[config.mk]
export PLATFORM = sky130hd
export DESIGN_NAME = zion_basic_circuit_lib_write_dat_merge_flat
export DESIGN_NICKNAME = d
export VERILOG_FILES = /design/src/rtl/zion_basic_circuit_lib_write_dat_merge_if.sv /design/src/rtl/zion_basic_circuit_lib_write_dat_merge.sv /design/src/flat_wrapper.sv
export SDC_FILE = /design/constraint.sdc
export NUM_CORES = 1
export LEC_CHECK = 0
export ABC_AREA = 1
export CAP_MARGIN = 25
export CORE_UTILIZATION = 40
export CTS_BUF_LIST = sky130_fd_sc_hd__clkbuf_16
export DETAILED_ROUTE_END_ITERATION = 7
export PLACE_DENSITY = 0.78
export SLEW_MARGIN = 5
export SYNTH_ARGS = -nofsm -noshare
export SYNTH_HDL_FRONTEND = slang
export SYNTH_SLANG_ARGS = --single-unit
[constraint.sdc]
create_clock -name clk -period 1.4 [get_ports clk]
set_input_delay 0.14 -clock clk [delete_from_list [all_inputs] [get_ports clk]]
set_output_delay 0.14 -clock clk [all_outputs]
set_load 0.02 [all_outputs]
[src/rtl/zion_basic_circuit_lib_write_dat_merge_if.sv]
// ---------------------------------------------------------------------------
// zion_basic_circuit_lib_write_dat_merge_if
//
// Bundles the narrow write-beat input side and the wide line output side of
// the lane-merge buffer.
//
// Handshake semantics (both channels): a transfer happens on a rising clock
// edge where the producer's valid and the consumer's ready are both 1.
// Beat channel: iVld (producer) / oRdy (buffer). Line channel: oVld (buffer)
// / iRdy (consumer). A valid never waits on its own ready.
//
//   iVld/iAddr/iDat/iFlush : narrow write beat into the buffer
//   oRdy                   : buffer can take a beat
//   oVld/oDat/oMask        : assembled line and its per-lane written mask
//   iRdy                   : downstream takes the line
//   oOvw/oErr              : one-cycle event pulses (lane overwrite, bad lane)
//
// modport master : the side driving beats and accepting lines
// modport slave  : the merge buffer
// ---------------------------------------------------------------------------
interface zion_basic_circuit_lib_write_dat_merge_if #(
   parameter int LANE_W     = 8,
   parameter int LANE_NUM   = 4,
   parameter int WIDTH_ADDR = (LANE_NUM > 1) ? $clog2(LANE_NUM) : 1
);
   logic                       iVld;
   logic                       oRdy;
   logic [WIDTH_ADDR-1:0]      iAddr;
   logic [LANE_W-1:0]          iDat;
   logic                       iFlush;
   logic                       oVld;
   logic                       iRdy;
   logic [LANE_NUM*LANE_W-1:0] oDat;
   logic [LANE_NUM-1:0]        oMask;
   logic                       oOvw;
   logic                       oErr;

   modport master (
      output iVld, iAddr, iDat, iFlush, iRdy,
      input  oRdy, oVld, oDat, oMask, oOvw, oErr
   );

   modport slave (
      input  iVld, iAddr, iDat, iFlush, iRdy,
      output oRdy, oVld, oDat, oMask, oOvw, oErr
   );
endinterface

[src/rtl/zion_basic_circuit_lib_write_dat_merge.sv]
// ---------------------------------------------------------------------------
// zion_basic_circuit_lib_write_dat_merge
//
// Collects narrow lane-addressed write beats into one wide line of LANE_NUM
// lanes, tracking which lanes were written. The line is presented downstream
// once every lane has been written or a flush closes a partial line.
//
// Ports:
//   clk       : clock, everything on the rising edge
//   rst       : synchronous active-high reset, overrides all other inputs
//   bus       : slave side of the merge interface (beats in, lines out)
//   dbg_state : current FSM state (0 IDLE, 1 FILL, 2 FULL)
// ---------------------------------------------------------------------------
module zion_basic_circuit_lib_write_dat_merge #(
   parameter int LANE_W   = 8,
   parameter int LANE_NUM = 4
) (
   input  logic                                  clk,
   input  logic                                  rst,
   zion_basic_circuit_lib_write_dat_merge_if.slave bus,
   output logic [1:0]                            dbg_state
);

   typedef enum logic [1:0] {
      S_IDLE = 2'd0,
      S_FILL = 2'd1,
      S_FULL = 2'd2
   } state_t;

   state_t                     state_q, state_d;
   logic [LANE_NUM*LANE_W-1:0] dat_q, dat_d;
   logic [LANE_NUM-1:0]        mask_q, mask_d;
   logic                       ovw_q, ovw_d;
   logic                       err_q, err_d;

   logic                       accept;
   logic [LANE_NUM-1:0]        hit;

   always_ff @(posedge clk) begin
      if (rst) begin
         state_q <= S_IDLE;
         dat_q   <= '0;
         mask_q  <= '0;
         ovw_q   <= 1'b0;
         err_q   <= 1'b0;
      end else begin
         state_q <= state_d;
         dat_q   <= dat_d;
         mask_q  <= mask_d;
         ovw_q   <= ovw_d;
         err_q   <= err_d;
      end
   end

   always_comb begin
      state_d = state_q;
      dat_d   = dat_q;
      mask_d  = mask_q;
      ovw_d   = 1'b0;
      err_d   = 1'b0;
      accept  = 1'b0;
      hit     = '0;

      case (state_q)
         S_FULL: begin
            // Inputs are not looked at while a line is held.
            if (bus.iRdy) begin
               state_d = S_IDLE;
               dat_d   = '0;
               mask_d  = '0;
            end
         end

         S_IDLE, S_FILL: begin
            accept = bus.iVld;
            // One-hot lane decode; an address past the last lane decodes to
            // nothing, which is exactly the "drop and flag" case.
            for (int j = 0; j < LANE_NUM; j++) begin
               hit[j] = accept && (int'(bus.iAddr) == j);
               if (hit[j]) begin
                  dat_d[j*LANE_W +: LANE_W] = bus.iDat;
                  mask_d[j]                 = 1'b1;
                  ovw_d                     = mask_q[j];
               end
            end
            err_d = accept && (hit == '0);

            // The same-cycle beat is merged before the flush is judged, so a
            // flush with a beat in IDLE still produces a one-lane line, while
            // a flush with nothing merged is silently dropped.
            if (&mask_d) begin
               state_d = S_FULL;
            end else if (|mask_d) begin
               state_d = bus.iFlush ? S_FULL : S_FILL;
            end else begin
               state_d = S_IDLE;
            end
         end

         default: begin
            state_d = S_IDLE;
            dat_d   = '0;
            mask_d  = '0;
         end
      endcase
   end

   assign bus.oRdy  = (state_q != S_FULL);
   assign bus.oVld  = (state_q == S_FULL);
   assign bus.oDat  = dat_q;
   assign bus.oMask = mask_q;
   assign bus.oOvw  = ovw_q;
   assign bus.oErr  = err_q;
   assign dbg_state = state_q;

endmodule

[src/flat_wrapper.sv]
// flat-port wrapper written by rule: the top's interface ports become plain ports
module zion_basic_circuit_lib_write_dat_merge_flat 
#(
   parameter int LANE_W   = 8,
   parameter int LANE_NUM = 4
)
  (clk, rst, dbg_state, bus_iVld, bus_iAddr, bus_iDat, bus_iFlush, bus_iRdy, bus_oRdy, bus_oVld, bus_oDat, bus_oMask, bus_oOvw, bus_oErr);
  zion_basic_circuit_lib_write_dat_merge_if #(.LANE_W(LANE_W), .LANE_NUM(LANE_NUM)) bus_i ();
  input  logic clk;
  input  logic rst;
  output logic [1:0] dbg_state;
  input wire logic [$bits(bus_i.iVld)-1:0] bus_iVld;
  input wire logic [$bits(bus_i.iAddr)-1:0] bus_iAddr;
  input wire logic [$bits(bus_i.iDat)-1:0] bus_iDat;
  input wire logic [$bits(bus_i.iFlush)-1:0] bus_iFlush;
  input wire logic [$bits(bus_i.iRdy)-1:0] bus_iRdy;
  output wire logic [$bits(bus_i.oRdy)-1:0] bus_oRdy;
  output wire logic [$bits(bus_i.oVld)-1:0] bus_oVld;
  output wire logic [$bits(bus_i.oDat)-1:0] bus_oDat;
  output wire logic [$bits(bus_i.oMask)-1:0] bus_oMask;
  output wire logic [$bits(bus_i.oOvw)-1:0] bus_oOvw;
  output wire logic [$bits(bus_i.oErr)-1:0] bus_oErr;
  assign bus_i.iVld = bus_iVld;
  assign bus_i.iAddr = bus_iAddr;
  assign bus_i.iDat = bus_iDat;
  assign bus_i.iFlush = bus_iFlush;
  assign bus_i.iRdy = bus_iRdy;
  assign bus_oRdy = bus_i.oRdy;
  assign bus_oVld = bus_i.oVld;
  assign bus_oDat = bus_i.oDat;
  assign bus_oMask = bus_i.oMask;
  assign bus_oOvw = bus_i.oOvw;
  assign bus_oErr = bus_i.oErr;
  zion_basic_circuit_lib_write_dat_merge #(.LANE_W(LANE_W), .LANE_NUM(LANE_NUM)) u_core (.clk(clk), .rst(rst), .bus(bus_i), .dbg_state(dbg_state));
endmodule
==> flow_metrics.env <==
export IMPL_status="complete, no violations"
export IMPL_cts_inserted_buffers=5
export IMPL_wl_per_cell_um=12.6
export IMPL_yosysWarnings=0
export IMPL_required_ns=1.26
export IMPL_overflow=0
export IMPL_fin_worst_skew_ns=0.00491
export IMPL_fmax_mhz=727
export IMPL_timing_rr_start="u_core.dbg_state[1]$_SDFFE_PP0P_"
export IMPL_io_buffers=56
export IMPL_path_cells="clkdlybuf4s50_1"
export IMPL_die_h_um=64.3
export IMPL_netlist_area_um2=1550
export IMPL_num_nets_final=257
export IMPL_post_route_drc_count=0
export IMPL_drt_iter0_markers=52
export IMPL_grtUsageTotal_pct=19.0
export IMPL_cts_clk_slew_worst_paths_ns=0.05
export IMPL_hold_path_class="flip-flop to flip-flop"
export IMPL_setup_viol_count_final=0
export IMPL_critPathKind="flip-flop to output pin"
export IMPL_htreeDepth=2
export IMPL_ios=57
export IMPL_grt_antenna_before_repair=0
export IMPL_dieWidth_um=64.3
export IMPL_seqPwrFrac_pct=41.3
export IMPL_clkLatencyLatePin_ns=0.28
export IMPL_crit_family="buffers and inverters"
export IMPL_power_density_nw_per_um2=1400
export IMPL_slowest_stage="clkdlybuf4s50_1"
export IMPL_vias_per_cell=4.90
export IMPL_cts_tree="yes"
export IMPL_p_leak_nw=1.13
export IMPL_p_switching_mw=0.972
export IMPL_finalCritPeriodShare_pct=98.3
export IMPL_postCtsHoldBufs=0
export IMPL_yosysSeqAreaShare_pct=51.7
export IMPL_p_clk_share_pct=32.5
export IMPL_ys_ff_latch=40
export IMPL_coreArea_um2=3690
export IMPL_cp_start_kind="flip-flop"
export IMPL_maxSlewViolCount=0
export IMPL_crit_cells=1
export IMPL_crit_arrival_ns=1.24
export IMPL_start_util_pct=42.0
export IMPL_comb_power_share_pct=26.2
export IMPL_clock_path_buffers=2
export IMPL_reg2reg_slack_ns=0.10
export IMPL_cp_end_kind="output pin"
export IMPL_die_area_um2=4130
export IMPL_grt_max_degree=32
export IMPL_maxCapViolCount=0
export IMPL_setup_ws_ns=0.0241
export IMPL_setup_worst_path_start="u_core.bus.oDat[25]$_SDFFE_PP0P_"
export IMPL_rsz0062_at_grt="false"
export IMPL_first_pass_iters=4
export IMPL_hpwlAfterDp_um=2570
export IMPL_synth_cell_type_count=24
export IMPL_syn_area_per_cell_um2=8.52
export IMPL_antenna_left=0
export IMPL_final_cell_mix="41 x clkdlybuf4s50_1, 39 x dfxtp_1, 27 x a21oi_1"
export IMPL_hold_viol=0
export IMPL_path_buf_inv=1
export IMPL_diodes=0
export IMPL_preCtsSetupSlack_ns=-0.0987
export IMPL_dp_cells=283
export IMPL_fin_cells=290
export IMPL_first_global_vias=1292
export IMPL_r2r_end="u_core.bus.oDat[26]$_SDFFE_PP0P_"
export IMPL_grt_pass1_wl_um=5910
export IMPL_r2r_cells=7
export IMPL_power_mw=3.27
export IMPL_cts_root_buf="clkbuf_16"
export IMPL_finalWirelength_um=3660
export IMPL_sw_frac_of_total_pct=29.8
export IMPL_fin_area_um2=2330
export IMPL_worstPathMaxFanout=2
export IMPL_areaGrowthSynthToFinish_pct=50.6
export IMPL_period_minus_slack_ns=1.38
export IMPL_post_cts_buffers=0
export IMPL_final_common_cell="clkdlybuf4s50_1"
export IMPL_num_vias=1420
export IMPL_row_count=22
export IMPL_dpl_cell_area_um2=2170
export IMPL_cpPeakStageDelay_ns=0.61
export IMPL_synthCells=182
export IMPL_crit_end="bus_oDat[25]"
export IMPL_gp_congestion=0.859
export IMPL_p_int_mw=2.29
export IMPL_cts_sinks=40
export IMPL_drive_gt1_share_pct=13.2
export IMPL_tns_ns=0
export IMPL_vdd_ir_drop_max_mv=0.871
export IMPL_syn_num_nets=197
-- power groups by stage --
| stage | Clock, mW | Combinational (mW) | Sequential (mW) |
|---|---|---|---|
| final | 1.06 | 0.855 | 1.35 |
| after global routing | 1.14 | 0.922 | 1.37 |
| after floorplan | 0 | 0.329 | 1.53 |
| after CTS | 1.08 | 0.854 | 1.35 |
| after global placement | 0 | 0.845 | 1.37 |
| after detailed placement | 0 | 0.856 | 1.37 |
-- cell usage after synthesis --
cell	number	area, µm²
conb_1	1	3.75
o21ai_1	2	10.0
o22ai_1	1	6.26
dfxtp_1	40	801
inv_2	4	15.0
buf_6	5	56.3
nand2_2	5	31.3
nor3_4	1	16.3
nor2_1	17	63.8
nand4_1	1	6.26
a21oi_1	27	135
o21ai_0	25	125
a21oi_2	1	8.76
nand3_1	3	15.0
nor3_1	1	5.00
inv_1	11	41.3
nand2_1	22	82.6
a32o_1	3	30.0
clkbuf_1	2	7.51
a21oi_4	1	16.3
buf_1	1	3.75
nor2_4	1	11.3
and3_1	1	6.26
o21ai_2	6	52.6
-- logic make-up after synthesis --
logic type / share of synthesized area (%)
compound gates: 24.8
simple gates: 15.3
flops: 51.7
buf+inv: 7.99
other cells: 0.242
-- what timing repair did --
item                                   CTS  global route
setup endpoints to repair                4            25
endpoints found under the hold margin    0             0
gates cloned                             0             0
resized for setup                        4            19
-- area by class of cell --
class / instances / area, µm²
multi-input combinational: 119 / 626
timing repair buffer: 61 / 646
clock inverter: 2 / 12.5
fill: 318 / 1350
clock buffer: 5 / 125
inverter: 15 / 63.8
sequential: 40 / 802
tap: 48 / 60.1
-- sequential cells by signal, summed over array words and instances (netlist names) --
signal,cells
u_core.bus.oMask,4
u_core.bus.oDat,32
u_core.bus.oOvw,1
u_core.dbg_state,2
u_core.bus.oErr,1
-- through the flow --
step	util, %	hold WS (ns)
after CTS	62.3	0.494
after global placement	58.8	0.467
after floorplan	-	0.322
after detailed placement	58.8	0.480
after global routing	63.3	0.517
final	63.3	0.486
-- worst min-delay path: stages, from the launching register on --
cell	delay, ns
dfxtp_1	0.31
nor2_1	0.09
nor2_1	0.05
-- worst min path at each step --
stage / startpoint / end / slack [ns] / cells past startpoint
after CTS: u_core.bus.oDat[9]$_SDFFE_PP0P_ / u_core.bus.oDat[9]$_SDFFE_PP0P_ / 0.49 / 2
after global routing: u_core.bus.oDat[1]$_SDFFE_PP0P_ / u_core.bus.oDat[1]$_SDFFE_PP0P_ / 0.52 / 2
after detailed placement: u_core.bus.oDat[9]$_SDFFE_PP0P_ / u_core.bus.oDat[9]$_SDFFE_PP0P_ / 0.48 / 2
final: u_core.bus.oDat[1]$_SDFFE_PP0P_ / u_core.bus.oDat[1]$_SDFFE_PP0P_ / 0.49 / 2
after global placement: u_core.bus.oDat[17]$_SDFFE_PP0P_ / u_core.bus.oDat[17]$_SDFFE_PP0P_ / 0.47 / 2
after floorplan: bus_iRdy / u_core.dbg_state[1]$_SDFFE_PP0P_ / 0.32 / 3
-- layer usage --
metal	vias up	global-route usage [%]	wire, µm
li1	735	-	-
met3	6	5.36	187
met4	0	8.89	58
met5	-	0	0
met2	36	26.3	1620
met1	643	26.8	1790
Power figures use the tool's default switching activity.
